## src/rtl/tlb_pkg.sv

```systemverilog
// Shared types and constants for the 8-entry Sv39 TLB.
package tlb_pkg;

    localparam int TLB_ASID_W = 7;
    localparam int TLB_PPN_W  = 20;
    localparam int TLB_VPN_W  = 27;

    localparam logic [1:0] PRV_U   = 2'd0;
    localparam logic [1:0] PRV_S   = 2'd1;
    localparam logic [1:0] PRV_M   = 2'd3;
    localparam logic [4:0] VM_SV39 = 5'd9;

    typedef enum logic [1:0] {
        S_READY,
        S_REQUEST,
        S_WAIT,
        S_WAIT_INV
    } tlb_state_e;

    typedef struct packed {
        logic                  valid;
        logic [TLB_ASID_W-1:0] asid;
        logic [TLB_VPN_W-1:0]  vpn;
        logic [TLB_PPN_W-1:0]  ppn;
        logic                  g;
        logic                  u;
        logic                  r;
        logic                  w;
        logic                  x;
    } tlb_entry_t;

endpackage

```

## src/rtl/tlb_if.sv

```systemverilog
// Pipeline request/response and page-table-walker signals of the TLB.
interface tlb_if;

    logic        io_req_ready;
    logic        io_req_valid;
    logic [27:0] io_req_bits_vpn;
    logic        io_req_bits_passthrough;
    logic        io_req_bits_instruction;
    logic        io_req_bits_store;

    logic        io_resp_miss;
    logic [19:0] io_resp_ppn;
    logic        io_resp_xcpt_ld;
    logic        io_resp_xcpt_st;
    logic        io_resp_xcpt_if;
    logic        io_resp_cacheable;

    logic        io_ptw_req_ready;
    logic        io_ptw_req_valid;
    logic [1:0]  io_ptw_req_bits_prv;
    logic        io_ptw_req_bits_pum;
    logic        io_ptw_req_bits_mxr;
    logic [26:0] io_ptw_req_bits_addr;
    logic        io_ptw_req_bits_store;
    logic        io_ptw_req_bits_fetch;

    logic        io_ptw_resp_valid;
    logic [15:0] io_ptw_resp_bits_pte_reserved_for_hardware;
    logic [37:0] io_ptw_resp_bits_pte_ppn;
    logic [1:0]  io_ptw_resp_bits_pte_reserved_for_software;
    logic        io_ptw_resp_bits_pte_d;
    logic        io_ptw_resp_bits_pte_a;
    logic        io_ptw_resp_bits_pte_g;
    logic        io_ptw_resp_bits_pte_u;
    logic        io_ptw_resp_bits_pte_x;
    logic        io_ptw_resp_bits_pte_w;
    logic        io_ptw_resp_bits_pte_r;
    logic        io_ptw_resp_bits_pte_v;

    logic [6:0]  io_ptw_ptbr_asid;
    logic [37:0] io_ptw_ptbr_ppn;
    logic        io_ptw_invalidate;

    logic        io_ptw_status_debug;
    logic [31:0] io_ptw_status_isa;
    logic [1:0]  io_ptw_status_prv;
    logic        io_ptw_status_sd;
    logic [30:0] io_ptw_status_zero3;
    logic        io_ptw_status_sd_rv32;
    logic [1:0]  io_ptw_status_zero2;
    logic [4:0]  io_ptw_status_vm;
    logic [3:0]  io_ptw_status_zero1;
    logic        io_ptw_status_mxr;
    logic        io_ptw_status_pum;
    logic        io_ptw_status_mprv;
    logic [1:0]  io_ptw_status_xs;
    logic [1:0]  io_ptw_status_fs;
    logic [1:0]  io_ptw_status_mpp;
    logic [1:0]  io_ptw_status_hpp;
    logic        io_ptw_status_spp;
    logic        io_ptw_status_mpie;
    logic        io_ptw_status_hpie;
    logic        io_ptw_status_spie;
    logic        io_ptw_status_upie;
    logic        io_ptw_status_mie;
    logic        io_ptw_status_hie;
    logic        io_ptw_status_sie;
    logic        io_ptw_status_uie;

    modport slave (
        output io_req_ready, io_resp_miss, io_resp_ppn, io_resp_xcpt_ld, io_resp_xcpt_st,
               io_resp_xcpt_if, io_resp_cacheable, io_ptw_req_valid, io_ptw_req_bits_prv,
               io_ptw_req_bits_pum, io_ptw_req_bits_mxr, io_ptw_req_bits_addr,
               io_ptw_req_bits_store, io_ptw_req_bits_fetch,
        input  io_req_valid, io_req_bits_vpn, io_req_bits_passthrough, io_req_bits_instruction,
               io_req_bits_store, io_ptw_req_ready, io_ptw_resp_valid,
               io_ptw_resp_bits_pte_reserved_for_hardware, io_ptw_resp_bits_pte_ppn,
               io_ptw_resp_bits_pte_reserved_for_software, io_ptw_resp_bits_pte_d,
               io_ptw_resp_bits_pte_a, io_ptw_resp_bits_pte_g, io_ptw_resp_bits_pte_u,
               io_ptw_resp_bits_pte_x, io_ptw_resp_bits_pte_w, io_ptw_resp_bits_pte_r,
               io_ptw_resp_bits_pte_v, io_ptw_ptbr_asid, io_ptw_ptbr_ppn, io_ptw_invalidate,
               io_ptw_status_debug, io_ptw_status_isa, io_ptw_status_prv, io_ptw_status_sd,
               io_ptw_status_zero3, io_ptw_status_sd_rv32, io_ptw_status_zero2,
               io_ptw_status_vm, io_ptw_status_zero1, io_ptw_status_mxr, io_ptw_status_pum,
               io_ptw_status_mprv, io_ptw_status_xs, io_ptw_status_fs, io_ptw_status_mpp,
               io_ptw_status_hpp, io_ptw_status_spp, io_ptw_status_mpie, io_ptw_status_hpie,
               io_ptw_status_spie, io_ptw_status_upie, io_ptw_status_mie, io_ptw_status_hie,
               io_ptw_status_sie, io_ptw_status_uie
    );

    modport master (
        input  io_req_ready, io_resp_miss, io_resp_ppn, io_resp_xcpt_ld, io_resp_xcpt_st,
               io_resp_xcpt_if, io_resp_cacheable, io_ptw_req_valid, io_ptw_req_bits_prv,
               io_ptw_req_bits_pum, io_ptw_req_bits_mxr, io_ptw_req_bits_addr,
               io_ptw_req_bits_store, io_ptw_req_bits_fetch,
        output io_req_valid, io_req_bits_vpn, io_req_bits_passthrough, io_req_bits_instruction,
               io_req_bits_store, io_ptw_req_ready, io_ptw_resp_valid,
               io_ptw_resp_bits_pte_reserved_for_hardware, io_ptw_resp_bits_pte_ppn,
               io_ptw_resp_bits_pte_reserved_for_software, io_ptw_resp_bits_pte_d,
               io_ptw_resp_bits_pte_a, io_ptw_resp_bits_pte_g, io_ptw_resp_bits_pte_u,
               io_ptw_resp_bits_pte_x, io_ptw_resp_bits_pte_w, io_ptw_resp_bits_pte_r,
               io_ptw_resp_bits_pte_v, io_ptw_ptbr_asid, io_ptw_ptbr_ppn, io_ptw_invalidate,
               io_ptw_status_debug, io_ptw_status_isa, io_ptw_status_prv, io_ptw_status_sd,
               io_ptw_status_zero3, io_ptw_status_sd_rv32, io_ptw_status_zero2,
               io_ptw_status_vm, io_ptw_status_zero1, io_ptw_status_mxr, io_ptw_status_pum,
               io_ptw_status_mprv, io_ptw_status_xs, io_ptw_status_fs, io_ptw_status_mpp,
               io_ptw_status_hpp, io_ptw_status_spp, io_ptw_status_mpie, io_ptw_status_hpie,
               io_ptw_status_spie, io_ptw_status_upie, io_ptw_status_mie, io_ptw_status_hie,
               io_ptw_status_sie, io_ptw_status_uie
    );

endinterface

```

## src/rtl/tlb_perm_check.sv

```systemverilog
// Combinational page-permission check producing load/store/fetch page faults.
module tlb_perm_check
    import tlb_pkg::*;
(
    input  logic       lookup_valid_i,
    input  logic       hit_i,
    input  logic       bad_va_i,
    input  logic [1:0] priv_i,
    input  logic       pum_i,
    input  logic       mxr_i,
    input  logic       store_i,
    input  logic       instruction_i,
    input  logic       u_i,
    input  logic       r_i,
    input  logic       w_i,
    input  logic       x_i,
    output logic       xcpt_ld_o,
    output logic       xcpt_st_o,
    output logic       xcpt_if_o
);

    logic can_read;
    logic can_write;
    logic can_exec;
    logic data_priv_ok;
    logic fetch_priv_ok;

    assign can_read  = r_i || (x_i && mxr_i);
    assign can_write = r_i && w_i;
    assign can_exec  = x_i;

    // Supervisor may touch user data only when PUM is clear, and never executes user pages.
    always_comb begin
        data_priv_ok  = 1'b1;
        fetch_priv_ok = 1'b1;
        if (priv_i == PRV_U) begin
            data_priv_ok  = u_i;
            fetch_priv_ok = u_i;
        end else if (priv_i == PRV_S) begin
            data_priv_ok  = !u_i || !pum_i;
            fetch_priv_ok = !u_i;
        end
    end

    assign xcpt_ld_o = lookup_valid_i && !store_i && !instruction_i &&
                       (bad_va_i || (hit_i && !(can_read && data_priv_ok)));
    assign xcpt_st_o = lookup_valid_i && store_i && !instruction_i &&
                       (bad_va_i || (hit_i && !(can_write && data_priv_ok)));
    assign xcpt_if_o = lookup_valid_i && instruction_i &&
                       (bad_va_i || (hit_i && !(can_exec && fetch_priv_ok)));

endmodule

```

## src/rtl/tlb.sv

```systemverilog
// Fully associative Sv39 TLB: same-cycle lookup, PTW refill FSM and SFENCE flush.
module tlb
    import tlb_pkg::*;
#(
    parameter int N_ENTRIES = 8,
    parameter int ASID_W    = TLB_ASID_W,
    parameter int PPN_W     = TLB_PPN_W
) (
    input  logic clock,
    input  logic reset,
    tlb_if.slave io
);

    localparam int IDX_W = $clog2(N_ENTRIES);

    tlb_state_e            state_q;
    logic                  ptw_req_valid_q;
    logic [IDX_W-1:0]      rr_q;
    logic [TLB_VPN_W-1:0]  vpn_q;
    logic                  store_q;
    logic                  instr_q;
    logic [1:0]            priv_q;
    tlb_entry_t            entries_q [N_ENTRIES];

    logic [1:0]            priv;
    logic                  vm_en;
    logic                  bad_va;
    logic                  hit;
    logic                  lookup_hit;
    logic [IDX_W-1:0]      hit_idx;
    logic [IDX_W-1:0]      victim;
    logic                  found_free;
    tlb_entry_t            hit_entry;
    logic [ASID_W-1:0]     cur_asid;
    logic [PPN_W-1:0]      resp_ppn;
    logic                  unused_sig;

    assign cur_asid = io.io_ptw_ptbr_asid;
    assign priv     = (io.io_ptw_status_mprv && !io.io_req_bits_instruction) ?
                      io.io_ptw_status_mpp : io.io_ptw_status_prv;
    assign vm_en    = (io.io_ptw_status_vm != 5'd0) && (priv != PRV_M) &&
                      !io.io_req_bits_passthrough;
    assign bad_va   = io.io_req_bits_vpn[27] ^ io.io_req_bits_vpn[26];

    // First matching entry wins; global entries ignore the ASID.
    always_comb begin
        hit     = 1'b0;
        hit_idx = '0;
        for (int i = 0; i < N_ENTRIES; i++) begin
            if (!hit && entries_q[i].valid &&
                entries_q[i].vpn == io.io_req_bits_vpn[TLB_VPN_W-1:0] &&
                (entries_q[i].g || entries_q[i].asid == cur_asid)) begin
                hit     = 1'b1;
                hit_idx = i[IDX_W-1:0];
            end
        end
    end

    always_comb begin
        victim     = rr_q;
        found_free = 1'b0;
        for (int i = 0; i < N_ENTRIES; i++) begin
            if (!found_free && !entries_q[i].valid) begin
                found_free = 1'b1;
                victim     = i[IDX_W-1:0];
            end
        end
    end

    assign hit_entry  = entries_q[hit_idx];
    // A refill in flight hides all hits so the pipeline replays once it lands.
    assign lookup_hit = hit && (state_q == S_READY);
    assign resp_ppn   = vm_en ? (lookup_hit ? hit_entry.ppn : '0)
                              : io.io_req_bits_vpn[PPN_W-1:0];

    assign io.io_req_ready      = (state_q == S_READY);
    assign io.io_resp_miss      = vm_en && !bad_va && !lookup_hit;
    assign io.io_resp_ppn       = resp_ppn;
    assign io.io_resp_cacheable = resp_ppn[PPN_W-1];

    assign io.io_ptw_req_valid      = ptw_req_valid_q;
    assign io.io_ptw_req_bits_prv   = priv_q;
    assign io.io_ptw_req_bits_pum   = io.io_ptw_status_pum;
    assign io.io_ptw_req_bits_mxr   = io.io_ptw_status_mxr;
    assign io.io_ptw_req_bits_addr  = vpn_q;
    assign io.io_ptw_req_bits_store = store_q;
    assign io.io_ptw_req_bits_fetch = instr_q;

    tlb_perm_check u_perm (
        .lookup_valid_i (io.io_req_valid && vm_en),
        .hit_i          (lookup_hit),
        .bad_va_i       (bad_va),
        .priv_i         (priv),
        .pum_i          (io.io_ptw_status_pum),
        .mxr_i          (io.io_ptw_status_mxr),
        .store_i        (io.io_req_bits_store),
        .instruction_i  (io.io_req_bits_instruction),
        .u_i            (hit_entry.u),
        .r_i            (hit_entry.r),
        .w_i            (hit_entry.w),
        .x_i            (hit_entry.x),
        .xcpt_ld_o      (io.io_resp_xcpt_ld),
        .xcpt_st_o      (io.io_resp_xcpt_st),
        .xcpt_if_o      (io.io_resp_xcpt_if)
    );

    always_ff @(posedge clock) begin
        if (reset) begin
            state_q         <= S_READY;
            ptw_req_valid_q <= 1'b0;
            rr_q            <= '0;
            for (int i = 0; i < N_ENTRIES; i++) entries_q[i].valid <= 1'b0;
        end else begin
            case (state_q)
                S_READY: begin
                    if (!io.io_ptw_invalidate && io.io_req_valid && vm_en && !hit && !bad_va) begin
                        vpn_q           <= io.io_req_bits_vpn[TLB_VPN_W-1:0];
                        store_q         <= io.io_req_bits_store;
                        instr_q         <= io.io_req_bits_instruction;
                        priv_q          <= priv;
                        ptw_req_valid_q <= 1'b1;
                        state_q         <= S_REQUEST;
                    end
                end
                S_REQUEST: begin
                    if (io.io_ptw_invalidate || io.io_ptw_req_ready) begin
                        ptw_req_valid_q <= 1'b0;
                        state_q         <= io.io_ptw_invalidate ? S_READY : S_WAIT;
                    end
                end
                S_WAIT: begin
                    if (io.io_ptw_resp_valid) begin
                        state_q <= S_READY;
                        if (!io.io_ptw_invalidate) begin
                            entries_q[victim] <= '{
                                valid: io.io_ptw_resp_bits_pte_v &&
                                       (io.io_ptw_resp_bits_pte_r || io.io_ptw_resp_bits_pte_x),
                                asid:  cur_asid,
                                vpn:   vpn_q,
                                ppn:   io.io_ptw_resp_bits_pte_ppn[PPN_W-1:0],
                                g:     io.io_ptw_resp_bits_pte_g,
                                u:     io.io_ptw_resp_bits_pte_u,
                                r:     io.io_ptw_resp_bits_pte_r,
                                w:     io.io_ptw_resp_bits_pte_w,
                                x:     io.io_ptw_resp_bits_pte_x
                            };
                            rr_q <= rr_q + 1'b1;
                        end
                    end else if (io.io_ptw_invalidate) begin
                        state_q <= S_WAIT_INV;
                    end
                end
                S_WAIT_INV: begin
                    if (io.io_ptw_resp_valid) state_q <= S_READY;
                end
                default: state_q <= S_READY;
            endcase
            // Flush overrides any refill landing in the same cycle.
            if (io.io_ptw_invalidate) begin
                for (int i = 0; i < N_ENTRIES; i++) entries_q[i].valid <= 1'b0;
            end
        end
    end

    assign unused_sig = ^{io.io_ptw_resp_bits_pte_reserved_for_hardware,
                          io.io_ptw_resp_bits_pte_ppn[37:PPN_W],
                          io.io_ptw_resp_bits_pte_reserved_for_software,
                          io.io_ptw_resp_bits_pte_d, io.io_ptw_resp_bits_pte_a,
                          io.io_ptw_ptbr_ppn, io.io_ptw_status_debug, io.io_ptw_status_isa,
                          io.io_ptw_status_sd, io.io_ptw_status_zero3, io.io_ptw_status_sd_rv32,
                          io.io_ptw_status_zero2, io.io_ptw_status_zero1, io.io_ptw_status_xs,
                          io.io_ptw_status_fs, io.io_ptw_status_hpp, io.io_ptw_status_spp,
                          io.io_ptw_status_mpie, io.io_ptw_status_hpie, io.io_ptw_status_spie,
                          io.io_ptw_status_upie, io.io_ptw_status_mie, io.io_ptw_status_hie,
                          io.io_ptw_status_sie, io.io_ptw_status_uie, found_free};

endmodule

```

## src/flat_wrapper.sv

```systemverilog
// flat-port wrapper written by rule: the top's interface ports become plain ports
module tlb_flat import tlb_pkg::*;
#(
    parameter int N_ENTRIES = 8,
    parameter int ASID_W    = TLB_ASID_W,
    parameter int PPN_W     = TLB_PPN_W
)
  (clock, reset, io_io_req_ready, io_io_resp_miss, io_io_resp_ppn, io_io_resp_xcpt_ld, io_io_resp_xcpt_st, io_io_resp_xcpt_if, io_io_resp_cacheable, io_io_ptw_req_valid, io_io_ptw_req_bits_prv, io_io_ptw_req_bits_pum, io_io_ptw_req_bits_mxr, io_io_ptw_req_bits_addr, io_io_ptw_req_bits_store, io_io_ptw_req_bits_fetch, io_io_req_valid, io_io_req_bits_vpn, io_io_req_bits_passthrough, io_io_req_bits_instruction, io_io_req_bits_store, io_io_ptw_req_ready, io_io_ptw_resp_valid, io_io_ptw_resp_bits_pte_reserved_for_hardware, io_io_ptw_resp_bits_pte_ppn, io_io_ptw_resp_bits_pte_reserved_for_software, io_io_ptw_resp_bits_pte_d, io_io_ptw_resp_bits_pte_a, io_io_ptw_resp_bits_pte_g, io_io_ptw_resp_bits_pte_u, io_io_ptw_resp_bits_pte_x, io_io_ptw_resp_bits_pte_w, io_io_ptw_resp_bits_pte_r, io_io_ptw_resp_bits_pte_v, io_io_ptw_ptbr_asid, io_io_ptw_ptbr_ppn, io_io_ptw_invalidate, io_io_ptw_status_debug, io_io_ptw_status_isa, io_io_ptw_status_prv, io_io_ptw_status_sd, io_io_ptw_status_zero3, io_io_ptw_status_sd_rv32, io_io_ptw_status_zero2, io_io_ptw_status_vm, io_io_ptw_status_zero1, io_io_ptw_status_mxr, io_io_ptw_status_pum, io_io_ptw_status_mprv, io_io_ptw_status_xs, io_io_ptw_status_fs, io_io_ptw_status_mpp, io_io_ptw_status_hpp, io_io_ptw_status_spp, io_io_ptw_status_mpie, io_io_ptw_status_hpie, io_io_ptw_status_spie, io_io_ptw_status_upie, io_io_ptw_status_mie, io_io_ptw_status_hie, io_io_ptw_status_sie, io_io_ptw_status_uie);
  tlb_if io_i ();
  input  logic clock;
  input  logic reset;
  output wire logic [$bits(io_i.io_req_ready)-1:0] io_io_req_ready;
  output wire logic [$bits(io_i.io_resp_miss)-1:0] io_io_resp_miss;
  output wire logic [$bits(io_i.io_resp_ppn)-1:0] io_io_resp_ppn;
  output wire logic [$bits(io_i.io_resp_xcpt_ld)-1:0] io_io_resp_xcpt_ld;
  output wire logic [$bits(io_i.io_resp_xcpt_st)-1:0] io_io_resp_xcpt_st;
  output wire logic [$bits(io_i.io_resp_xcpt_if)-1:0] io_io_resp_xcpt_if;
  output wire logic [$bits(io_i.io_resp_cacheable)-1:0] io_io_resp_cacheable;
  output wire logic [$bits(io_i.io_ptw_req_valid)-1:0] io_io_ptw_req_valid;
  output wire logic [$bits(io_i.io_ptw_req_bits_prv)-1:0] io_io_ptw_req_bits_prv;
  output wire logic [$bits(io_i.io_ptw_req_bits_pum)-1:0] io_io_ptw_req_bits_pum;
  output wire logic [$bits(io_i.io_ptw_req_bits_mxr)-1:0] io_io_ptw_req_bits_mxr;
  output wire logic [$bits(io_i.io_ptw_req_bits_addr)-1:0] io_io_ptw_req_bits_addr;
  output wire logic [$bits(io_i.io_ptw_req_bits_store)-1:0] io_io_ptw_req_bits_store;
  output wire logic [$bits(io_i.io_ptw_req_bits_fetch)-1:0] io_io_ptw_req_bits_fetch;
  input wire logic [$bits(io_i.io_req_valid)-1:0] io_io_req_valid;
  input wire logic [$bits(io_i.io_req_bits_vpn)-1:0] io_io_req_bits_vpn;
  input wire logic [$bits(io_i.io_req_bits_passthrough)-1:0] io_io_req_bits_passthrough;
  input wire logic [$bits(io_i.io_req_bits_instruction)-1:0] io_io_req_bits_instruction;
  input wire logic [$bits(io_i.io_req_bits_store)-1:0] io_io_req_bits_store;
  input wire logic [$bits(io_i.io_ptw_req_ready)-1:0] io_io_ptw_req_ready;
  input wire logic [$bits(io_i.io_ptw_resp_valid)-1:0] io_io_ptw_resp_valid;
  input wire logic [$bits(io_i.io_ptw_resp_bits_pte_reserved_for_hardware)-1:0] io_io_ptw_resp_bits_pte_reserved_for_hardware;
  input wire logic [$bits(io_i.io_ptw_resp_bits_pte_ppn)-1:0] io_io_ptw_resp_bits_pte_ppn;
  input wire logic [$bits(io_i.io_ptw_resp_bits_pte_reserved_for_software)-1:0] io_io_ptw_resp_bits_pte_reserved_for_software;
  input wire logic [$bits(io_i.io_ptw_resp_bits_pte_d)-1:0] io_io_ptw_resp_bits_pte_d;
  input wire logic [$bits(io_i.io_ptw_resp_bits_pte_a)-1:0] io_io_ptw_resp_bits_pte_a;
  input wire logic [$bits(io_i.io_ptw_resp_bits_pte_g)-1:0] io_io_ptw_resp_bits_pte_g;
  input wire logic [$bits(io_i.io_ptw_resp_bits_pte_u)-1:0] io_io_ptw_resp_bits_pte_u;
  input wire logic [$bits(io_i.io_ptw_resp_bits_pte_x)-1:0] io_io_ptw_resp_bits_pte_x;
  input wire logic [$bits(io_i.io_ptw_resp_bits_pte_w)-1:0] io_io_ptw_resp_bits_pte_w;
  input wire logic [$bits(io_i.io_ptw_resp_bits_pte_r)-1:0] io_io_ptw_resp_bits_pte_r;
  input wire logic [$bits(io_i.io_ptw_resp_bits_pte_v)-1:0] io_io_ptw_resp_bits_pte_v;
  input wire logic [$bits(io_i.io_ptw_ptbr_asid)-1:0] io_io_ptw_ptbr_asid;
  input wire logic [$bits(io_i.io_ptw_ptbr_ppn)-1:0] io_io_ptw_ptbr_ppn;
  input wire logic [$bits(io_i.io_ptw_invalidate)-1:0] io_io_ptw_invalidate;
  input wire logic [$bits(io_i.io_ptw_status_debug)-1:0] io_io_ptw_status_debug;
  input wire logic [$bits(io_i.io_ptw_status_isa)-1:0] io_io_ptw_status_isa;
  input wire logic [$bits(io_i.io_ptw_status_prv)-1:0] io_io_ptw_status_prv;
  input wire logic [$bits(io_i.io_ptw_status_sd)-1:0] io_io_ptw_status_sd;
  input wire logic [$bits(io_i.io_ptw_status_zero3)-1:0] io_io_ptw_status_zero3;
  input wire logic [$bits(io_i.io_ptw_status_sd_rv32)-1:0] io_io_ptw_status_sd_rv32;
  input wire logic [$bits(io_i.io_ptw_status_zero2)-1:0] io_io_ptw_status_zero2;
  input wire logic [$bits(io_i.io_ptw_status_vm)-1:0] io_io_ptw_status_vm;
  input wire logic [$bits(io_i.io_ptw_status_zero1)-1:0] io_io_ptw_status_zero1;
  input wire logic [$bits(io_i.io_ptw_status_mxr)-1:0] io_io_ptw_status_mxr;
  input wire logic [$bits(io_i.io_ptw_status_pum)-1:0] io_io_ptw_status_pum;
  input wire logic [$bits(io_i.io_ptw_status_mprv)-1:0] io_io_ptw_status_mprv;
  input wire logic [$bits(io_i.io_ptw_status_xs)-1:0] io_io_ptw_status_xs;
  input wire logic [$bits(io_i.io_ptw_status_fs)-1:0] io_io_ptw_status_fs;
  input wire logic [$bits(io_i.io_ptw_status_mpp)-1:0] io_io_ptw_status_mpp;
  input wire logic [$bits(io_i.io_ptw_status_hpp)-1:0] io_io_ptw_status_hpp;
  input wire logic [$bits(io_i.io_ptw_status_spp)-1:0] io_io_ptw_status_spp;
  input wire logic [$bits(io_i.io_ptw_status_mpie)-1:0] io_io_ptw_status_mpie;
  input wire logic [$bits(io_i.io_ptw_status_hpie)-1:0] io_io_ptw_status_hpie;
  input wire logic [$bits(io_i.io_ptw_status_spie)-1:0] io_io_ptw_status_spie;
  input wire logic [$bits(io_i.io_ptw_status_upie)-1:0] io_io_ptw_status_upie;
  input wire logic [$bits(io_i.io_ptw_status_mie)-1:0] io_io_ptw_status_mie;
  input wire logic [$bits(io_i.io_ptw_status_hie)-1:0] io_io_ptw_status_hie;
  input wire logic [$bits(io_i.io_ptw_status_sie)-1:0] io_io_ptw_status_sie;
  input wire logic [$bits(io_i.io_ptw_status_uie)-1:0] io_io_ptw_status_uie;
  assign io_io_req_ready = io_i.io_req_ready;
  assign io_io_resp_miss = io_i.io_resp_miss;
  assign io_io_resp_ppn = io_i.io_resp_ppn;
  assign io_io_resp_xcpt_ld = io_i.io_resp_xcpt_ld;
  assign io_io_resp_xcpt_st = io_i.io_resp_xcpt_st;
  assign io_io_resp_xcpt_if = io_i.io_resp_xcpt_if;
  assign io_io_resp_cacheable = io_i.io_resp_cacheable;
  assign io_io_ptw_req_valid = io_i.io_ptw_req_valid;
  assign io_io_ptw_req_bits_prv = io_i.io_ptw_req_bits_prv;
  assign io_io_ptw_req_bits_pum = io_i.io_ptw_req_bits_pum;
  assign io_io_ptw_req_bits_mxr = io_i.io_ptw_req_bits_mxr;
  assign io_io_ptw_req_bits_addr = io_i.io_ptw_req_bits_addr;
  assign io_io_ptw_req_bits_store = io_i.io_ptw_req_bits_store;
  assign io_io_ptw_req_bits_fetch = io_i.io_ptw_req_bits_fetch;
  assign io_i.io_req_valid = io_io_req_valid;
  assign io_i.io_req_bits_vpn = io_io_req_bits_vpn;
  assign io_i.io_req_bits_passthrough = io_io_req_bits_passthrough;
  assign io_i.io_req_bits_instruction = io_io_req_bits_instruction;
  assign io_i.io_req_bits_store = io_io_req_bits_store;
  assign io_i.io_ptw_req_ready = io_io_ptw_req_ready;
  assign io_i.io_ptw_resp_valid = io_io_ptw_resp_valid;
  assign io_i.io_ptw_resp_bits_pte_reserved_for_hardware = io_io_ptw_resp_bits_pte_reserved_for_hardware;
  assign io_i.io_ptw_resp_bits_pte_ppn = io_io_ptw_resp_bits_pte_ppn;
  assign io_i.io_ptw_resp_bits_pte_reserved_for_software = io_io_ptw_resp_bits_pte_reserved_for_software;
  assign io_i.io_ptw_resp_bits_pte_d = io_io_ptw_resp_bits_pte_d;
  assign io_i.io_ptw_resp_bits_pte_a = io_io_ptw_resp_bits_pte_a;
  assign io_i.io_ptw_resp_bits_pte_g = io_io_ptw_resp_bits_pte_g;
  assign io_i.io_ptw_resp_bits_pte_u = io_io_ptw_resp_bits_pte_u;
  assign io_i.io_ptw_resp_bits_pte_x = io_io_ptw_resp_bits_pte_x;
  assign io_i.io_ptw_resp_bits_pte_w = io_io_ptw_resp_bits_pte_w;
  assign io_i.io_ptw_resp_bits_pte_r = io_io_ptw_resp_bits_pte_r;
  assign io_i.io_ptw_resp_bits_pte_v = io_io_ptw_resp_bits_pte_v;
  assign io_i.io_ptw_ptbr_asid = io_io_ptw_ptbr_asid;
  assign io_i.io_ptw_ptbr_ppn = io_io_ptw_ptbr_ppn;
  assign io_i.io_ptw_invalidate = io_io_ptw_invalidate;
  assign io_i.io_ptw_status_debug = io_io_ptw_status_debug;
  assign io_i.io_ptw_status_isa = io_io_ptw_status_isa;
  assign io_i.io_ptw_status_prv = io_io_ptw_status_prv;
  assign io_i.io_ptw_status_sd = io_io_ptw_status_sd;
  assign io_i.io_ptw_status_zero3 = io_io_ptw_status_zero3;
  assign io_i.io_ptw_status_sd_rv32 = io_io_ptw_status_sd_rv32;
  assign io_i.io_ptw_status_zero2 = io_io_ptw_status_zero2;
  assign io_i.io_ptw_status_vm = io_io_ptw_status_vm;
  assign io_i.io_ptw_status_zero1 = io_io_ptw_status_zero1;
  assign io_i.io_ptw_status_mxr = io_io_ptw_status_mxr;
  assign io_i.io_ptw_status_pum = io_io_ptw_status_pum;
  assign io_i.io_ptw_status_mprv = io_io_ptw_status_mprv;
  assign io_i.io_ptw_status_xs = io_io_ptw_status_xs;
  assign io_i.io_ptw_status_fs = io_io_ptw_status_fs;
  assign io_i.io_ptw_status_mpp = io_io_ptw_status_mpp;
  assign io_i.io_ptw_status_hpp = io_io_ptw_status_hpp;
  assign io_i.io_ptw_status_spp = io_io_ptw_status_spp;
  assign io_i.io_ptw_status_mpie = io_io_ptw_status_mpie;
  assign io_i.io_ptw_status_hpie = io_io_ptw_status_hpie;
  assign io_i.io_ptw_status_spie = io_io_ptw_status_spie;
  assign io_i.io_ptw_status_upie = io_io_ptw_status_upie;
  assign io_i.io_ptw_status_mie = io_io_ptw_status_mie;
  assign io_i.io_ptw_status_hie = io_io_ptw_status_hie;
  assign io_i.io_ptw_status_sie = io_io_ptw_status_sie;
  assign io_i.io_ptw_status_uie = io_io_ptw_status_uie;
  tlb #(.N_ENTRIES(N_ENTRIES), .ASID_W(ASID_W), .PPN_W(PPN_W)) u_core (.clock(clock), .reset(reset), .io(io_i));
endmodule
```

## config.mk

```make
export PLATFORM = sky130hd
export DESIGN_NAME = tlb_flat
export DESIGN_NICKNAME = d
export VERILOG_FILES = /design/src/rtl/tlb_pkg.sv /design/src/rtl/tlb_if.sv /design/src/rtl/tlb_perm_check.sv /design/src/rtl/tlb.sv /design/src/flat_wrapper.sv
export SDC_FILE = /design/constraint.sdc
export NUM_CORES = 1
export LEC_CHECK = 0
export ABC_AREA = 0
export CAP_MARGIN = 20
export CORE_MARGIN = 5
export CORE_UTILIZATION = 35
export DETAILED_ROUTE_END_ITERATION = 7
export GPL_TIMING_DRIVEN = 0
export MAX_ROUTING_LAYER = met4
export PLACE_DENSITY = 0.64
export SLEW_MARGIN = 20
export SYNTH_ARGS = -nofsm -noshare
export SYNTH_HDL_FRONTEND = slang
export SYNTH_SLANG_ARGS = --single-unit
```

## constraint.sdc

```tcl
create_clock -name clock -period 7.6 [get_ports clock]
set_clock_uncertainty 0.1 [all_clocks]
set_input_delay 1.9 -clock clock [delete_from_list [all_inputs] [get_ports clock]]
set_output_delay 1.9 -clock clock [all_outputs]
set_load 0.05 [all_outputs]
```

# [Word-level counts from Yosys, hierarchy flattened]
# Memories as Yosys holds them, arrays and structs flattened.
# Cells that the tools add are included.
[word_totals] ff_bits=37 latchBits=0 ramBits=480 mem_bits_ro=0 wordCells=227 n_memories=1
[op_classes] addsub=1 mul=0 div=0 order_cmp=0 n_eq_ne=25 shifts=0 muxes=68 bitwise=11 reduce_logical=114
[mem_list] memory="u_core.entries_q" words=8 width=60 rd=9 rd_ports_with_merged_regs=0 wr=8 line="tlb.sv:23" rtl="tlb_entry_t entries_q [N_ENTRIES];"
[ops] operator="equality test 27 bit" n=8
[ops] operator="two-way mux 60 bit" n=1
[ops] operator="OR reduction 60 bit" n=1
[ops] operator="logical AND 1 bit" n=58
[ops] operator="equality test 7 bit" n=8
[ops] operator="two-way mux 3 bit" n=15
[ops] operator="two-way mux 1 bit" n=40
[ops] operator="two-way mux 20 bit" n=2
[ops] operator="logical NOT 1 bit" n=32
[ops] operator="two-way mux 2 bit" n=8
[ops] operator="logical OR 1 bit" n=15
[ops] operator="AND reduction 3 bit" n=3
[ops] operator="bitwise OR 1 bit" n=8
[ops] operator="one-hot mux 2 bit (4 select lines)" n=1
[ops] operator="nonzero test 5 bit" n=1
[ops] operator="equality test 2 x 1 -> 1 bit (second input constant)" n=2
[ops] operator="equality test 2 bit (second input constant)" n=2
[ops] operator="logical NOT 2 bit" n=2
[ops] operator="inequality test 2 x 1 -> 1 bit (second input constant)" n=2
[ops] operator="inequality test 2 bit (second input constant)" n=2
[ops] operator="AND reduction 4 bit" n=1
[ops] operator="adder 3 x 1 -> 3 bit (second input constant)" n=1
[ops] operator="inequality test 3 bit (second input constant)" n=1
[ops] operator="NOT 1 bit" n=2
[ops] operator="3 further kinds" n=3

# [Longest topological paths before layout]
# An unclocked memory read counts as a cell.
[logic_depth] word_depth=50 mapped_depth=15

# [Hierarchy]
# A second synthesis with hierarchy kept.
[hier_totals] cells_unflattened=1381 area_unflattened_um2=21994.8
[by_module_without_submodules] mod="tlb" instances=1 cells_per_inst=1367 area_each_um2=21901.0
[by_module_without_submodules] mod="tlb_perm_check" instances=1 cells_per_inst=14 area_each_um2=93.8

# [Worst setup path before layout]
# OpenSTA, ideal clock, no wires.
[synth_timing] kind="input to output" start="in io_io_req_bits_vpn[26]" end="out io_io_resp_xcpt_st" arrival_time_ns=5.419 required_ns=5.600 path_slack_ns=0.181 cell_stages=12 n_path_buf=1 cell_sequence="buf_2 > xnor2_1 > nand4_1 > nor4_1 > nand3_1 > a211oi_1 > o21ai_2 > nand2_1 > mux2i_1 > nor2_1 > or3_1 > a311oi_1"
[synth_via] elab_chain_cells=49 elab_cells_between_ends=66
[synth_lines] item="from (decl)" line="flat_wrapper.sv:27" rtl="input wire logic [$bits(io_i.io_req_bits_vpn)-1:0] io_io_req_bits_vpn;"
[synth_lines] item="equality test 27 bit" line="tlb.sv:51" rtl="entries_q[i].vpn == io.io_req_bits_vpn[TLB_VPN_W-1:0] &&"
[synth_lines] item="logical AND 1 bit" line="tlb.sv:50" rtl="if (!hit && entries_q[i].valid &&"
[synth_lines] item="logical AND 1 bit" line="tlb.sv:51"
[synth_lines] item="two-way mux 1 bit" line="tlb.sv:50"
[synth_lines] item="logical NOT 1 bit" line="tlb.sv:50"
[synth_lines] item="logical AND 1 bit (2 in series)" line="tlb.sv:50"
[synth_lines] item="logical AND 1 bit" line="tlb.sv:51"
[synth_lines] item="two-way mux 1 bit" line="tlb.sv:50"
[synth_lines] item="[32 not listed]"
[synth_lines] item="logical OR 1 bit" line="tlb_perm_check.sv:40" rtl="data_priv_ok = !u_i || !pum_i;"
[synth_lines] item="two-way mux 1 bit" line="tlb_perm_check.sv:39" rtl="end else if (priv_i == PRV_S) begin"
[synth_lines] item="two-way mux 1 bit" line="tlb_perm_check.sv:36" rtl="if (priv_i == PRV_U) begin"
[synth_lines] item="logical AND 1 bit" line="tlb_perm_check.sv:48" rtl="(bad_va_i || (hit_i && !(can_write && data_priv_ok)));"
[synth_lines] item="logical NOT 1 bit" line="tlb_perm_check.sv:48"
[synth_lines] item="logical AND 1 bit" line="tlb_perm_check.sv:48"
[synth_lines] item="logical OR 1 bit *" line="tlb_perm_check.sv:48"
[synth_lines] item="logical AND 1 bit *" line="tlb_perm_check.sv:47" rtl="assign xcpt_st_o = lookup_valid_i && store_i && !instruction_i &&"
[synth_lines] item="to (decl)" line="flat_wrapper.sv:16" rtl="output wire logic [$bits(io_i.io_resp_xcpt_st)-1:0] io_io_resp_xcpt_st;"
# Mark *: on every way between the ends. The rest lies on a longest branch, timed or not.

# [Worst setup path in the final report]
[layout_timing] start="in io_io_req_bits_vpn[24]" end="out io_io_resp_xcpt_ld"
[layout_via] elab_chain_cells=49 elab_cells_between_ends=66
[layout_lines] item="equality test 27 bit" line="tlb.sv:51"
[layout_lines] item="logical AND 1 bit" line="tlb.sv:50"
[layout_lines] item="logical AND 1 bit" line="tlb.sv:51"
[layout_lines] item="two-way mux 1 bit" line="tlb.sv:50"
[layout_lines] item="logical NOT 1 bit" line="tlb.sv:50"
[layout_lines] item="logical AND 1 bit (2 in series)" line="tlb.sv:50"
[layout_lines] item="logical AND 1 bit" line="tlb.sv:51"
[layout_lines] item="two-way mux 1 bit" line="tlb.sv:50"
[layout_lines] item="[32 not listed]"
[layout_lines] item="logical OR 1 bit" line="tlb_perm_check.sv:40"
[layout_lines] item="two-way mux 1 bit" line="tlb_perm_check.sv:39"
[layout_lines] item="two-way mux 1 bit" line="tlb_perm_check.sv:36"
[layout_lines] item="logical AND 1 bit" line="tlb_perm_check.sv:46" rtl="(bad_va_i || (hit_i && !(can_read && data_priv_ok)));"
[layout_lines] item="logical NOT 1 bit" line="tlb_perm_check.sv:46"
[layout_lines] item="logical AND 1 bit *" line="tlb_perm_check.sv:46"
[layout_lines] item="logical OR 1 bit *" line="tlb_perm_check.sv:46"
[layout_lines] item="logical AND 1 bit *" line="tlb_perm_check.sv:45" rtl="assign xcpt_ld_o = lookup_valid_i && !store_i && !instruction_i &&"
[layout_lines] item="to (decl)" line="flat_wrapper.sv:15" rtl="output wire logic [$bits(io_i.io_resp_xcpt_ld)-1:0] io_io_resp_xcpt_ld;"
# Marks and branches as above.

==> results summary <==
The number of optimization iterations in the first detailed-route pass came out at 5. The worst-skew pair later-pin latency is between 0.5 and 0.6 ns. Setup repair after global routing could not meet its margin everywhere.

By instance count, the leading cell after synthesis is sky130_fd_sc_hd__edfxtp_1. The capturing element type of the critical path is an output port. Global routing consumed, over all layers together, 18.77% of the routing resources. The final critical-path setup slack came out at a little over 0.05 ns.

The startpoint of the lowest-slack hold path is u_core.io.io_ptw_req_valid. Measured along the x axis, the die boundary spans roughly 260 um. The number of H-tree branching levels is 2. The smallest clock period supported by the final layout is computed as around 7.5 ns. For this design the static power due to leakage is about 10 nW.

Ranked by total cell area, the synthesized netlist is headed by sky130_fd_sc_hd__edfxtp_1 70%, sky130_fd_sc_hd__xnor2_1 9.4%, sky130_fd_sc_hd__mux2i_1 6.1%. The number of flip-flops and latches in the synthesized netlist is between 500 and 600. The slack of the worst reg-to-reg path is ~3.5 ns. The detailed-route wire length per cell is approximately 26 um. The via count is 12980. The fraction of the cycle the final worst path needs is 99.33%. The count of endpoints failing hold in the final timing report came to 0. The congestion estimate from routability-driven global placement came to just under 0.9. The number of cells on the worst hold path came out at 2.

The number of max-capacitance violations reported is 0. The post-layout instance area came out at 0.02795 mm^2. The synthesized design contains just over 500 enable-type register cells.

The slowest stage of the critical path belongs to the cell sky130_fd_sc_hd__clkdlybuf4s50_1. The biggest cell delay along the critical path came out at 0.50 ns. The worst register-to-register path ends at u_core.io.io_ptw_req_bits_addr[18]. The post-synth net total is between 1500 and 2000. The worst-path maximum fanout is 8. The root buffer cell is sky130_fd_sc_hd__clkbuf_16. The worst supply voltage drop on vdd is between 150 and 200 uV. The total congestion overflow is 0. TritonCTS built the clock tree. The core region is 0.06262 mm^2. The cell area after technology mapping came out at approximately 0.022 mm^2. The number of nets in the layout came out at between 1500 and 2000. Counting flops with an async set or reset pin after synthesis yields a share of 0%.

The number of antenna violations at the first check in global routing came to 0. In the routed design, unresolved DRC markers number 0. The max-slew violation total from the final report came out at 0. The number of clock sinks is 517. The starting density of the core is between 30% and 40%. The number of cells in the finished layout apart from fillers came out at around 2500. The min-delay analysis places its worst path in the category reg2reg.

The arrival time at the worst endpoint is between 5 and 6 ns. After clock tree synthesis, the clock-pin slew on the worst setup and hold paths is 0.06 ns. The netlist uses 58 different library cells.

The count of synthesis-stage warnings from yosys came out at 0. From bottom edge to top edge, the die measures 260.7 um. The final setup violation count is 0. The number of global-route vias before repair is 12810.

The fraction of synthesized cell area taken by the top area cell type is about 70%. Based on the critical path, the design can be clocked at up to 132.5 MHz. The pin count of the biggest net entering global routing came out at between 40 and 50. Cells fill ~45% of the core in the end. Synthesis handed over a netlist of about 1400 instances.

After synthesis, the most frequently instantiated cells are 511 x sky130_fd_sc_hd__edfxtp_1, 237 x sky130_fd_sc_hd__xnor2_1, 134 x sky130_fd_sc_hd__mux2i_1, 120 x sky130_fd_sc_hd__nand4_1, 42 x sky130_fd_sc_hd__nand2_1. The count of inserted antenna diode cells is 0. In this run the cell area measured after placement is 0.02474 mm^2.

Port buffering added 140 buffers. For this run, the register share of the synthesized area comes to 70.31%. The maximum buffer depth of the clock tree came out at 3. The number of cells in the design after placement came out at around 2400. The combined buffer and inverter count along the critical path came out at 4. The mean instance size in the synthesized netlist came out at approximately 16 um^2. Summed over all instances, the cell type with the most area after synthesis is sky130_fd_sc_hd__edfxtp_1. In this run the power density over the cells is ~210 mW/mm^2. The remaining antenna violation count is 0.

The run finished with clean final reports. The setup path with the least slack is of type in2out. The hold-fix buffer count after cts came out at 0. For hold timing, the worst endpoint is u_core.io.io_ptw_req_valid. The area of the die is 0.06796 mm^2. The layout overhead on the synthesized area came out at 27.09%. The signal on the critical path passes through clkdlybuf4s50_1 -> buf_6 -> xnor2_1 -> nand4_1 -> or3_4 -> or3_4 -> o21ai_2 -> and2_4 -> buf_8 -> mux2i_1 -> or3_1 -> a2111o_1 -> a211oi_2 -> buf_6. Buffers inserted during clock tree synthesis total 51. The post-detailed-placement half-perimeter wirelength is between 40000 and 50000 um.

The iteration-0 DRC count of the detailed router came out at ~1400. The largest delay contributor family on the critical path is simple AND/OR/NAND/NOR gates. The startpoint identified for the worst register-to-register timing path is u_core.entries_q[6][57]. around 310 I/O pins were placed.

In this run the core area contains 92 standard-cell rows. The fraction of final layout cells with drive strength greater than 1 is between 20% and 30%. In the final timing run, aggregate negative setup slack is 0 ns. The total wire length after detailed routing is 63940 um. The actual slew at the worst max-slew pin is approximately 1.1 ns. OpenSTA, run right after detailed placement, puts the worst setup slack at -1.762 ns. The worst reg2reg path depth is 11. The most used flip-flop cell after synthesis is sky130_fd_sc_hd__edfxtp_1. The worst setup path is launched from an input pin. The global-route wire length before repair came out at slightly below 90000 um.

The post-detailed-route via-to-cell ratio came out at between 5 and 6. The worst-case headroom to the max-slew limit came out at 23.58%. The required time at the endpoint of the critical path is about 5.6 ns.
worst max path at each step:
stage                                      start                                end  slack [ns]  depth (start not counted)
after floorplan           io_io_req_bits_vpn[26]                 io_io_resp_xcpt_st        0.18                         12
after global placement    io_io_ptw_ptbr_asid[4]  u_core.io.io_ptw_req_bits_addr[1]       -4.53                         10
after detailed placement  io_io_ptw_ptbr_asid[0]                 io_io_resp_ppn[19]       -1.76                         17
after CTS                 io_io_ptw_ptbr_asid[2]                 io_io_resp_ppn[19]      -0.003                         16
after global routing      io_io_req_bits_vpn[26]                 io_io_resp_xcpt_ld       -0.13                         15
final                     io_io_req_bits_vpn[24]                 io_io_resp_xcpt_ld        0.05                         14
flip-flops by register name, summed over array words and instances (netlist names):
signal and flops:
u_core.entries_q 480, u_core.io.io_ptw_req_bits_addr 27, u_core.rr_q 3, u_core.io.io_ptw_req_bits_prv 2, u_core.state_q 2, u_core.io.io_ptw_req_bits_fetch 1, u_core.io.io_ptw_req_bits_store 1, u_core.io.io_ptw_req_valid 1
layout make-up:
| type | count | area (um^2) |
|---|---|---|
| Inverter | 18 | 87.58 |
| Multi-Input combinational cell | 782 | 7148 |
| Sequential cell | 517 | 15460 |
| Buffer | 58 | 711.9 |
| Tap cell | 846 | 1059 |
| Clock inverter | 28 | 232.7 |
| Clock buffer | 64 | 1368 |
| Timing Repair Buffer | 190 | 1882 |
| Fill cell | 5487 | 34670 |
cell families (layout without fill, tap and decap cells):
group	Yosys count	after routing	share of synthesized area, %
buf+inv	77	358	1.792
compound gates	67	67	2.412
fa+ha+maj	1	1	0.05688
mux	154	154	7.122
xor+xnor	275	275	11.09
flops	517	517	70.31
simple gates	285	285	7.219
tightest hold or removal path, delay by kind of cell, from the launching register on:
family,cells,cell delay (ns)
and+or+nand+nor,1,0.11
DFF,1,0.32
AOI/OAI and AO/OA,1,0.06
cells in the final DEF, fill, tap and decap left out, types with 13 or more instances in the layout:
cell type / count
sky130_fd_sc_hd__buf_4: 45
sky130_fd_sc_hd__nor2_1: 29
sky130_fd_sc_hd__xnor2_2: 65
sky130_fd_sc_hd__edfxtp_1: 511
sky130_fd_sc_hd__nand2_1: 39
sky130_fd_sc_hd__xor2_1: 34
sky130_fd_sc_hd__clkbuf_16: 56
sky130_fd_sc_hd__mux2i_1: 134
sky130_fd_sc_hd__nand4_1: 120
sky130_fd_sc_hd__buf_12: 13
sky130_fd_sc_hd__mux2_2: 20
sky130_fd_sc_hd__buf_2: 27
sky130_fd_sc_hd__clkbuf_1: 15
sky130_fd_sc_hd__xnor2_1: 162
sky130_fd_sc_hd__clkinv_2: 15
sky130_fd_sc_hd__a22o_1: 20
sky130_fd_sc_hd__nor3_1: 14
sky130_fd_sc_hd__xnor2_4: 14
sky130_fd_sc_hd__clkdlybuf4s50_1: 92
sky130_fd_sc_hd__nor4_2: 16
sky130_fd_sc_hd__buf_6: 16
per-layer routing:
layer  global-route usage, %  up-vias  share of wire (%)
met3                   2.786       86                6.3
met4                   4.843        0                2.5
li1                        -     5782                  -
met2                   31.16      465                 49
met5                       -        -                  0
met1                   24.43     6649                 42
through the flow:
stage	total power, mW	hold WS, ns
after floorplan	3.367	0.3901
after global placement	3.525	0.3897
after detailed placement	3.529	0.4325
after CTS	6.009	0.4460
after global routing	6.163	0.4738
final	5.983	0.4362
repair_timing:
action | 4_1_cts | 5_1_grt
endpoints found under the setup margin | 25 | 24
buffers inserted | 17 | 14
pin swaps | 20 | 15
endpoints found under the hold margin | 0 | 0
resized for setup | 379 | 77
gates cloned | 2 | 3
report_power, final:
| part | total (mW) | internal [mW] | switching, mW |
|---|---|---|---|
| Sequential | 3.13 | 3.12 | 0.0110 |
| Combinational | 0.398 | 0.163 | 0.235 |
| Clock | 2.46 | 1.40 | 1.05 |
| Total | 5.98 | 4.69 | 1.30 |
Note: power is estimated with default switching activity, not from simulation.
